[config.mk]
export PLATFORM = sky130hd
export DESIGN_NAME = hc595_seg_receiver
export DESIGN_NICKNAME = d
export VERILOG_FILES = /design/src/rtl/seg_pkg.sv /design/src/rtl/hc595_sync_edge.sv /design/src/rtl/hc595_seg_receiver.sv
export SDC_FILE = /design/constraint.sdc
export NUM_CORES = 1
export LEC_CHECK = 0
export ABC_AREA = 1
export CORE_MARGIN = 2
export CORE_UTILIZATION = 43
export CTS_CLUSTER_DIAMETER = 30
export DETAILED_ROUTE_END_ITERATION = 7
export GPL_TIMING_DRIVEN = 0
export PLACE_DENSITY = 0.64
export SYNTH_ARGS = -nofsm -noshare
export SYNTH_HDL_FRONTEND = slang
export SYNTH_HIERARCHICAL = 1
export SYNTH_SLANG_ARGS = --single-unit
[constraint.sdc]
create_clock -name clk -period 2.9 [get_ports clk]
set_input_delay 0.58 -clock clk [delete_from_list [all_inputs] [get_ports clk]]
set_output_delay 0.58 -clock clk [all_outputs]
set_load 0.02 [all_outputs]
[src/rtl/seg_pkg.sv]
// seg_pkg: seven-segment patterns, symbol codes and digit-select masks shared by the 595 driver and receiver.
package seg_pkg;
  localparam int SEG_CODES = 19;
  localparam logic [4:0] SEG_BLANK = 5'd16;
  localparam logic [4:0] SEG_UNKNOWN = 5'd31;
  localparam logic [7:0] SEL_BLANK = 8'hff;
  typedef struct packed {
    logic [2:0] idx;
    logic [4:0] code;
    logic dot;
    logic en;
  } digit_t;
  function automatic logic [7:0] sel_mask(input logic [2:0] idx);
    return ~(8'h01 << idx);
  endfunction
  function automatic logic [6:0] seg_pattern(input logic [4:0] code);
    case (code)
      5'd0: return 7'h3f;
      5'd1: return 7'h06;
      5'd2: return 7'h5b;
      5'd3: return 7'h4f;
      5'd4: return 7'h66;
      5'd5: return 7'h6d;
      5'd6: return 7'h7d;
      5'd7: return 7'h07;
      5'd8: return 7'h7f;
      5'd9: return 7'h6f;
      5'd10: return 7'h46;
      5'd11: return 7'h70;
      5'd12: return 7'h40;
      5'd13: return 7'h76;
      5'd14: return 7'h49;
      5'd15: return 7'h79;
      5'd17: return 7'h73;
      5'd18: return 7'h48;
      default: return 7'h00;
    endcase
  endfunction
  function automatic logic [4:0] seg_code(input logic [6:0] pat);
    logic [4:0] code;
    code = SEG_UNKNOWN;
    for (int c = SEG_CODES - 1; c >= 0; c--) code = (seg_pattern(5'(c)) == pat) ? 5'(c) : code;
    return code;
  endfunction
endpackage

[src/rtl/hc595_sync_edge.sv]
// hc595_sync_edge: multi-flop synchronizer for one asynchronous 595 line plus rising-edge detector.
module hc595_sync_edge #(
  parameter int SYNC_STAGES = 2
) (
  input  logic clk,
  input  logic rst_n,
  input  logic pin,
  output logic sync,
  output logic rise
);
  logic [SYNC_STAGES-1:0] stages;
  logic prev;
  always_ff @(posedge clk or negedge rst_n)
    if (!rst_n) begin
      stages <= '0;
      prev <= 1'b0;
    end else begin
      stages <= {stages[SYNC_STAGES-2:0], pin};
      prev <= stages[SYNC_STAGES-1];
    end
  assign sync = stages[SYNC_STAGES-1];
  assign rise = sync & ~prev;
endmodule

[src/rtl/hc595_seg_receiver.sv]
// hc595_seg_receiver: rebuilds 16-bit 595 scan frames from SCK/SER/RCK and keeps an 8-digit display image.
module hc595_seg_receiver
  import seg_pkg::*;
#(
  parameter int SYNC_STAGES = 2,
  parameter int TIMEOUT_CYCLES = 4096
) (
  input  logic        clk,
  input  logic        rst_n,
  input  logic        sclk_in,
  input  logic        sdio_in,
  input  logic        rclk_in,
  output logic        frame_valid,
  output logic [15:0] frame_data,
  output logic [2:0]  digit_idx,
  output logic [4:0]  digit_code,
  output logic        digit_dot,
  output logic        digit_en,
  output logic        seg_unknown,
  output logic        frame_err,
  output logic [39:0] disp_codes,
  output logic [7:0]  disp_dot,
  output logic [7:0]  disp_en
);
  localparam int TW = $clog2(TIMEOUT_CYCLES);
  logic sck_rise, rck_rise, sdio_sync;
  logic sck_sync_unused, rck_sync_unused, sdio_rise_unused;
  logic [15:0] shreg, shreg_n;
  logic [4:0] bitcnt, bitcnt_n;
  logic [TW-1:0] timer;
  logic [2:0] slot;
  logic sel_ok, good, timeout;
  digit_t dig;
  hc595_sync_edge #(.SYNC_STAGES(SYNC_STAGES)) u_sck (.clk(clk), .rst_n(rst_n), .pin(sclk_in), .sync(sck_sync_unused), .rise(sck_rise));
  hc595_sync_edge #(.SYNC_STAGES(SYNC_STAGES)) u_sdio (.clk(clk), .rst_n(rst_n), .pin(sdio_in), .sync(sdio_sync), .rise(sdio_rise_unused));
  hc595_sync_edge #(.SYNC_STAGES(SYNC_STAGES)) u_rck (.clk(clk), .rst_n(rst_n), .pin(rclk_in), .sync(rck_sync_unused), .rise(rck_rise));
  // A same-cycle SCK rise is folded in before the RCK check looks at the frame.
  always_comb begin
    shreg_n = sck_rise ? {shreg[14:0], sdio_sync} : shreg;
    bitcnt_n = !sck_rise ? bitcnt : (bitcnt == 5'd17) ? bitcnt : bitcnt + 5'd1;
    timeout = (bitcnt != 5'd0) && !sck_rise && !rck_rise && (timer == TW'(TIMEOUT_CYCLES - 1));
  end
  always_comb begin
    sel_ok = shreg_n[7:0] == SEL_BLANK;
    dig.idx = slot;
    dig.code = seg_code(shreg_n[14:8]);
    dig.dot = shreg_n[15];
    dig.en = shreg_n[7:0] != SEL_BLANK;
    for (int k = 0; k < 8; k++) begin
      sel_ok = (shreg_n[7:0] == sel_mask(3'(k))) ? 1'b1 : sel_ok;
      dig.idx = (shreg_n[7:0] == sel_mask(3'(k))) ? 3'(k) : dig.idx;
    end
  end
  assign good = rck_rise && (bitcnt_n == 5'd16) && sel_ok;
  always_ff @(posedge clk or negedge rst_n)
    if (!rst_n) begin
      frame_valid <= 1'b0;
      frame_err <= 1'b0;
      seg_unknown <= 1'b0;
      frame_data <= '0;
      digit_idx <= '0;
      digit_code <= '0;
      digit_dot <= 1'b0;
      digit_en <= 1'b0;
      disp_codes <= {8{SEG_BLANK}};
      disp_dot <= '0;
      disp_en <= '0;
      shreg <= '0;
      bitcnt <= '0;
      timer <= '0;
      slot <= '0;
    end else begin
      frame_valid <= good;
      frame_err <= (rck_rise && !good) || timeout;
      seg_unknown <= good && (dig.code == SEG_UNKNOWN);
      shreg <= shreg_n;
      bitcnt <= (rck_rise || timeout) ? 5'd0 : bitcnt_n;
      timer <= (sck_rise || rck_rise || timeout || bitcnt == 5'd0) ? '0 : timer + 1'b1;
      if (good) begin
        frame_data <= shreg_n;
        digit_idx <= dig.idx;
        digit_code <= dig.code;
        digit_dot <= dig.dot;
        digit_en <= dig.en;
        slot <= dig.idx + 3'd1;
        disp_codes[5*dig.idx +: 5] <= dig.code;
        disp_dot[dig.idx] <= dig.dot;
        disp_en[dig.idx] <= dig.en;
      end
    end
endmodule

**Word-level counts from Yosys, hierarchy flattened**

Cells that the tools add are included.

- Flip-flop bits (word level): 129
- Input bits: 5
- Output and inout bits: 85
- Word-level logic and storage cells: 129

- $add $sub $neg: 4
- $mul: 1
- Magnitude comparators: 2
- Equal/unequal tests: 32
- Shift operators: 2
- Multiplexer cells: 45
- Bitwise logic cells: 4
- Reductions and logical operators: 19

Operator list:

| operator | number |
|---|---|
| == test 7 bit, first input constant | 15 |
| 2-to-1 mux 5 bit | 19 |
| == test 8 bit, second input constant | 8 |
| bitwise mux 40 bit | 1 |
| variable shift 5 x 34 -> 40 bit, first input constant | 1 |
| indexed part select 5 x 34 -> 40 bit | 1 |
| negation 6 -> 34 bit | 1 |
| 2-to-1 mux 3 bit | 8 |
| bitwise mux 8 bit | 2 |
| 2-to-1 mux 16 bit | 1 |
| == test 5 bit, second input constant | 3 |
| == test 3 x 7 -> 1 bit, first input constant | 2 |
| adder 12 x 1 -> 12 bit, second input constant | 1 |
| == test 12 bit, second input constant | 1 |
| 2-to-1 mux 12 bit | 1 |
| 2-to-1 mux 4 bit | 3 |
| 2-to-1 mux 1 bit | 9 |
| == test 8 x 7 -> 1 bit, second input constant | 1 |
| logical AND 1 bit | 8 |
| != test 8 bit, second input constant | 1 |
| == test 6 x 7 -> 1 bit, first input constant | 1 |
| zero test 7 bit | 1 |
| multiplier 3 x 3 -> 6 bit, first input constant | 1 |
| adder 5 x 1 -> 5 bit, second input constant | 1 |
| 10 further kinds | 18 |

**Logic depth before layout (Yosys ltp)**

Gate-level depths: netlist of the first run.

- Depth in word-level cells: 25
- Gate-level depth with buffers: 30
- Gate-level depth less buffers: 27

**Cells and area by module**

The synthesis of the first run kept the hierarchy.

Modules (own cells, without submodules):

| module | times used | cells an instance | area each (µm²) | seq. area each (µm²) |
|---|---|---|---|---|
| hc595_seg_receiver | 1 | 714 | 6037.0 | 3012.9 |
| hc595_sync_edge | 3 | 5 | 85.1 | 75.1 |

**Worst setup path after synthesis of the first run**

Ideal clock, no wire load.

- Kind: register to register
- Start point: register u_sck.prev
- End point: register disp_codes[18]
- Setup time: 0.120 ns
- Data arrival time: 3.066 ns
- Required time: 2.780 ns
- Setup slack: -0.286 ns
- Stages on the path, launching flop included: 29
- Path buffers: 4
- Period minus slack after synthesis: 3.186 ns
- Path through: dfrtp_1 nor2_2 buf_6 buf_12 nand2_1 nand2_4 nand2_4 nor2_4 nand2_1 nand2_1 nand2_1 nand2_1 nand2_1 nand2_1 nand2_1 nand2_4 nand2_2 buf_6 ha_1 clkbuf_1 inv_1 nand3_1 inv_1 nand2_2 inv_2 nand2_4 nand2_1 o21ai_0 inv_1

RTL lines:

| item | RTL line | RTL |
|---|---|---|
| start: declaration | hc595_sync_edge.sv:12 | `logic prev;` |
| start signal: assignment | hc595_sync_edge.sv:19 | `prev <= stages[SYNC_STAGES-1];` |
| end signal: assignment | hc595_seg_receiver.sv:65 | `disp_codes <= {8{SEG_BLANK}};` |
| end signal: indexed assignment | hc595_seg_receiver.sv:86 | `disp_codes[5*dig.idx +: 5] <= dig.code;` |
| end: declaration | hc595_seg_receiver.sv:21 | `output logic [39:0] disp_codes,` |

**Worst setup path after layout of the first run**

- Start point: register u_sck.stages[1]
- End point: register disp_codes[37]

- Elaborated cells between the ends (all ways): 74
- Classes of those cells: 1 x add/sub; 1 x mul; 28 x eq/ne; 2 x shift; 38 x mux; 1 x bitwise; 3 x reduce/logical

RTL lines:

| item | RTL line | RTL |
|---|---|---|
| start: declaration | hc595_sync_edge.sv:11 | `logic [SYNC_STAGES-1:0] stages;` |
| start signal: assignment | hc595_sync_edge.sv:18 | `stages <= {stages[SYNC_STAGES-2:0], pin};` |
| AND 1 bit (*) | hc595_sync_edge.sv:22 | `assign rise = sync & ~prev;` |
| net sck_rise | hc595_seg_receiver.sv:26 | `logic sck_rise, rck_rise, sdio_sync;` |
| 2-to-1 mux 16 bit (*) | hc595_seg_receiver.sv:39 | `shreg_n = sck_rise ? {shreg[14:0], sdio_sync} : shreg;` |
| net shreg_n[5] | hc595_seg_receiver.sv:28 | `logic [15:0] shreg, shreg_n;` |
| == test 8 bit | hc595_seg_receiver.sv:50, hc595_seg_receiver.sv:51 |  |
| 2-to-1 mux 3 bit (8 in series) | hc595_seg_receiver.sv:51 | `dig.idx = (shreg_n[7:0] == sel_mask(3'(k))) ? 3'(k) : dig.idx;` |
| multiplier 3 x 3 -> 6 bit | hc595_seg_receiver.sv:86 |  |
| negation 6 -> 34 bit | hc595_seg_receiver.sv:86 |  |
| indexed part select 5 x 34 -> 40 bit or variable shift 5 x 34 -> 40 bit (tied branches) | hc595_seg_receiver.sv:86 |  |
| bitwise mux 40 bit | hc595_seg_receiver.sv:86 |  |

The timed path passes the listed nets; every way through them passes the cells marked *.
A chain may end at the register's enable or synchronous reset.

==> summary.md, run 1 <==
| Metric | Value |
|---|---|
| Status | finished, final reports clean |
| Int Pwr | 3.63 mW |
| Reg2Reg Capture Point | disp_codes[37] |
| Slowest stage cell, crit path | dfrtp_1 |
| I/O pin cnt | 90 |
| Die Y | 125 um |
| WL per Instance | 14.2 um |
| Final setup violation count | 0 |
| Mapped Area | 0.00626 mm^2 |
| Clock latency on the worst-skew pair | 420 ps |
| Crit path required time | 3210 ps |
| CP arrival | 3150 ps |
| Clock Pin Slew Worst Setup and Hold Paths | 60 ps |
| Largest net degree at the start of global routing | 84 |
| Initial antenna violation count | 0 |
| R2R setup slack | 60 ps |
| Initial Util | 43.5% |
| Final TNS setup | 0 ps |
| Worst Skew | 11.7 ps |
| Worst-Margin Slew | 492 ps |
| Multi-input combinational cell area | 0.00287 mm^2 |
| Syn-to-layout area delta | 38.5% |
| Min-delay worst type | in -> async |
| Switch Pwr | 1.20 mW |
| CTS tree | done |
| # nets final | 880 |
| Die outline width | 125 um |
| CTS H-tree depth | 4 |
| Setup crit start kind | register |
| Logic pwr share | 11.0% |
| Worst reg-to-reg path cell count | 28 |
| Peak Freq | 0.352 GHz |
| Share of power burned in the clock network | 50.0% |
| Antenna cells | 0 |
| First-pass DRT Iterations | 5 |
| Setup WS post-layout | 61.8 ps |
| Fillers | 1231 |
| Fin crit share | 97.9% |
| Overall Power | 4.83 mW |
| Fin. max-slew vios | 0 |
| Clk root buf | clkbuf_16 |
| Final Hold Fails | 0 |
| Sequential cell area | 0.00321 mm^2 |
| Synth Instances | 726 |
| CTS Buf Count | 17 |
| CTS max path bufs | 2 |
| Synthesis Warnings | 6 |
| # Max-Cap Violations | 0 |
| Via count | 5283 |
| Final WL | 15.1 mm |
| Share of post-route cells with drive strength above 1 | 23.9% |
| DRC violations left | 0 |
| Relative slew slack | 67.2% |
| First-pass GRT wire length | 25.6 mm |
| Post-Place Worst Slack | -371 ps |
| Min Tclk post-route | 2840 ps |
| DIE AREA | 0.0155 mm^2 |
| Vias in the first global route | 5309 |
| Worst vdd ir | 380 uV |
| Crit end category | register |
| Critical path's most frequent cell | nand2_1 |
| Post-DP HPWL | 10.2 mm |
| LEAKAGE | 4.10 nW |
| Pwr/cell area | 557 mW/mm^2 |
| Vias per cell | 4.96 |
| Syn Area/Cell | 8.62 um^2 |
| Final hold slack | 86.2 ps |
| CP max FO | 7 |
| Crit Path Class | reg -> reg |
| Row cnt | 44 |
| Seq pwr share | 39.0% |
| TritonCTS Sinks | 128 |
| Switching Share | 24.9% |
| Worst reg2reg startpoint | u_sck/stages[1] |
| Critical Path Max Stage Delay | 380 ps |
| Syn_nets | 737 |
| Grt total ovfl | 0 |
| RSZ-0062 raised after global routing | true |
| Final core occ | 60.3% |
| Post-DRT Antenna Nets | 0 |
| Port buffer count | 89 |
| Core footprint | 0.0144 mm^2 |
| GP Congestion | 0.851 |
| Tot GR Track Use | 20.3% |
| CTS Hold Bufs | 0 |
| Initial DRC count | 333 |
==> what timing repair did <==
item | in CTS | in global routing
setup endpoints to repair | 40 | 52
pin swaps | 21 | 27
setup buffers | 20 | 13
resized for setup | 26 | 52
cloned | 1 | 2
==> final cells by class <==
cell class | count | area share [%]
well taps | 184 | 2.66
plain buffers | 15 | 1.56
inverters | 90 | 4.42
clock inverters | 14 | 2.76
clock buffers | 18 | 4.95
multi-input cells | 494 | 33.1
repair buffers | 123 | 13.5
flip-flops and latches | 128 | 37.1
==> power groups by stage <==
stage                     combinational [mW]  sequential [mW]  clock (mW)
after floorplan                        0.307             1.90           0
after global routing                   0.595             1.89        2.53
final                                  0.531             1.88        2.41
after detailed placement               0.448             1.91           0
after CTS                              0.484             1.88        2.46
after global placement                 0.432             1.91           0
==> stage by stage <==
step / instance area, um^2 / cells
after global placement: 7430 / 999
after global routing: 8670 / 1066
after CTS: 8380 / 1052
final: 8670 / 1066
after floorplan: 6310 / 726
after detailed placement: 7460 / 1000
==> flip-flops by register name (all words and copies together) (netlist names), 3 cells and up <==
name        cells
bitcnt          5
digit_code      5
disp_dot        8
disp_codes     40
shreg          16
digit_idx       3
disp_en         8
frame_data     16
timer          12
slot            3
==> worst max-delay path by stage <==
| stage | start | endpoint | slack, ps | depth (start not counted) |
|---|---|---|---|---|
| 2_1_floorplan | u_sck/stages[1] | disp_codes[17] | 8 | 29 |
| 3_3_place_gp | rst_n | disp_codes[15] | -3670 | 1 |
| 3_5_place_dp | u_sck/stages[1] | disp_codes[5] | -370 | 28 |
| 4_1_cts | u_sck/stages[1] | disp_codes[17] | 1 | 27 |
| 5_1_grt | u_sck/prev | disp_codes[30] | -160 | 26 |
| 6_report | u_sck/stages[1] | disp_codes[37] | 60 | 28 |
==> layout by cell type, fill, tap and decap left out, types with 15 or more instances in the layout <==
cell type	instances
inv_1	69
buf_4	35
o21bai_1	17
nand3_1	29
clkdlybuf4s50_1	88
nor2_2	16
o21ai_0	26
nor2_1	60
nand2_4	15
o21ai_1	19
clkbuf_16	17
nand2_1	195
dfrtp_1	120
nand2_2	21
==> worst max-delay path, delay by kind of cell (launching register included) <==
kind / cells / cell delay [ps]
simple gates: 19 / 1510
buf+inv: 7 / 640
flops: 1 / 380
fa+ha+maj: 1 / 140
compound gates: 1 / 50
==> metal layers <==
layer / wire, um / track usage, %
met1: 6750 / 26.5
met2: 7380 / 32.6
met3: 752 / 5.03
met4: 214 / 8.39
met5: 0 / 0
No activity file was read; power rests on OpenSTA's default activity.
==> run 2, diff against run 1 <==
Settings changed: MAX_ROUTING_LAYER from default to met4.
==> summary.md, run 2 (synthesis results as in run 1) <==
| Metric | Value |
|---|---|
| DIE AREA | 0.0155 mm^2 (unchanged) |
| Final core occ | 60.3% (unchanged) |
| Multi-input combinational cell area | 0.00287 mm^2 (unchanged) |
| CP arrival | 3150 ps (about the same) |
| Clock latency on the worst-skew pair | 430 ps (about the same) |
| CTS Buf Count | 17 (unchanged) |
| Via count | 5271 (-0.23%) |
| # Max-Cap Violations | 0 (unchanged) |
| Min-delay worst type | in -> async |
| Critical Path Max Stage Delay | 380 ps (about the same) |
| Pwr/cell area | 558 mW/mm^2 (+0.18%) |
| Vias per cell | 4.94 (-0.23%) |
| Setup crit start kind | register |
| Relative slew slack | 67.1% (-0.11 points) |
| GP Congestion | 0.865 (+1.6%) |
| Largest net degree at the start of global routing | 84 (unchanged) |
| CTS max path bufs | 2 (unchanged) |
| Row cnt | 44 (unchanged) |
| First-pass DRT Iterations | 4 (-1) |
| R2R setup slack | 70 ps (about the same) |
| Peak Freq | 0.353 GHz (+0.26%) |
| Switch Pwr | 1.21 mW (+0.79%) |
| Overall Power | 4.84 mW (+0.18%) |
| Post-DRT Antenna Nets | 0 (unchanged) |
| Status | finished, final reports clean |
| Most frequent cells in the layout | nand2_1 (195), dfrtp_1 (120), clkdlybuf4s50_1 (88) |
| Syn-to-layout area delta | 38.5% (unchanged) |
| Slowest stage cell, crit path | dfrtp_1 |
| Biggest regs | disp_codes (40), frame_data (16), shreg (16) |
| Final hold slack | 82.6 ps (-3.57 ps) |
| Share of post-route cells with drive strength above 1 | 23.9% (unchanged) |
| Metal-1 WL | 6.79 mm (+0.58%) |
| Sequential cell area | 0.00321 mm^2 (unchanged) |
| Worst reg-to-reg path cell count | 28 (unchanged) |
| Met2 wire length | 7.30 mm (-1.1%) |
| Placed inst area | 0.00746 mm^2 (unchanged) |
| Share of power burned in the clock network | 50.1% (about the same) |
| RSZ-0062 raised after global routing | true |
| Worst-Margin Slew | 494 ps (+1.60 ps) |
| Final Hold Fails | 0 (unchanged) |
| Seq pwr share | 38.9% (about the same) |
| Post-DP HPWL | 10.2 mm (unchanged) |
| Fin crit share | 97.6% (-0.26 points) |
| Int Pwr | 3.63 mW (about the same) |
| Initial DRC count | 294 (-12%) |
| Most common cell after layout, fill and taps aside | nand2_1 |
| Initial antenna violation count | 0 (unchanged) |
| DR WL met3 | 689 um (-8.4%) |
| Worst Skew | 10.3 ps (-1.46 ps) |
| CTS H-tree depth | 4 (unchanged) |
| Fin. max-slew vios | 0 (unchanged) |
| Vias in the first global route | 5304 (-0.094%) |
| Initial Util | 43.5% (unchanged) |
| CP max FO | 7 (unchanged) |
| WL per Instance | 14.2 um (about the same) |
| CTS Hold Bufs | 0 (unchanged) |
| Min Tclk post-route | 2830 ps (-7.44 ps) |
| Crit Path Class | reg -> reg |
| Max FFs per register | 40 (unchanged) |
| Final WL | 15.1 mm (about the same) |
| First-pass GRT wire length | 25.6 mm (unchanged) |
| Switching Share | 25.0% (+0.15 points) |
| Core footprint | 0.0144 mm^2 (unchanged) |
| Tot GR Track Use | 20.9% (+0.58 points) |
| DRC violations left | 0 (unchanged) |
| Largest Register | disp_codes |
| Fillers | 1231 (unchanged) |
| Crit path required time | 3220 ps (about the same) |
| Final Cell Area | 0.00867 mm^2 (unchanged) |
| LEAKAGE | 4.10 nW (unchanged) |
| Grt total ovfl | 0 (unchanged) |
| I/O pin cnt | 90 (unchanged) |
| # nets final | 880 (unchanged) |
| Post-Place Worst Slack | -371 ps (unchanged) |
| Crit end category | register |
| Port buffer count | 89 (unchanged) |
| CTS tree | done |
| Die Y | 125 um (unchanged) |
| TritonCTS Sinks | 128 (unchanged) |
| Max Used Layer | met4 |
| Final setup violation count | 0 (unchanged) |
| Clk root buf | clkbuf_16 |
| Antenna cells | 0 (unchanged) |
| Die outline width | 125 um (unchanged) |
| Critical path's most frequent cell | nand2_1 |
| Clock Pin Slew Worst Setup and Hold Paths | 60 ps (about the same) |
| Setup WS post-layout | 69.2 ps (+7.44 ps) |
| Worst vdd ir | 387 uV (+1.8%) |
| Logic pwr share | 11.0% (about the same) |
## run 2: cell counts in the layout (fill, tap and decap cells not counted)
Identical to the previous run, type by type.
## run 2: per-layer routing
metal / vias to the layer above / track usage [%]
met5: - / -
met4: 0 / 8.39
met3: 24 / 4.68
met2: 108 / 32.6
met1: 2545 / 26.7
li1: 2594 / -
## run 2: power groups by stage
stage               Combinational (mW)  Clock, mW  Sequential, mW
floorplan                        0.307          0            1.90
global placement                 0.432          0            1.91
detailed placement               0.448          0            1.91
CTS                              0.484       2.46            1.88
global route                     0.595       2.53            1.89
finish                           0.530       2.42            1.88
## run 2: repair_timing
| item | 4_1_cts | 5_1_grt |
|---|---|---|
| endpoints found under the setup margin | 40 | 52 |
| pin swaps | 21 | 27 |
| cloned | 1 | 2 |
| gates resized for setup | 26 | 52 |
| buffers inserted | 20 | 13 |
## run 2: worst max-delay path: cells and delay by family, from the launching register on
kind	cells	cell delay, ps
compound gates	1	50
flops	1	380
fa+ha+maj	1	140
simple gates	19	1490
buf+inv	7	640
## run 2: layout make-up
class | count | share of cell area (%)
Clock inverter | 14 | 2.76
Clock buffer | 18 | 4.95
Inverter | 90 | 4.42
Tap cell | 184 | 2.66
Buffer | 15 | 1.56
Multi-Input combinational cell | 494 | 33.1
Sequential cell | 128 | 37.1
Timing Repair Buffer | 123 | 13.5
## run 2: through the flow
step | TNS [ps] | instances
3_3_place_gp | -464770 | 999
2_1_floorplan | 0 | 726
5_1_grt | -3580 | 1066
6_report | 0 | 1066
3_5_place_dp | -11020 | 1000
4_1_cts | 0 | 1052
## run 2: path summary, 6_finish.rpt
path,endpoint,from
setup / recovery,disp_codes[37],u_sck/stages[1]
hold / removal,u_sck/stages[1],rst_n
setup reg to reg,disp_codes[37],u_sck/stages[1]
hold reg to reg,u_rck/stages[1],u_rck/stages[0]
max in group asynchronous,disp_codes[9],rst_n
min in group clk,u_rck/stages[1],u_rck/stages[0]
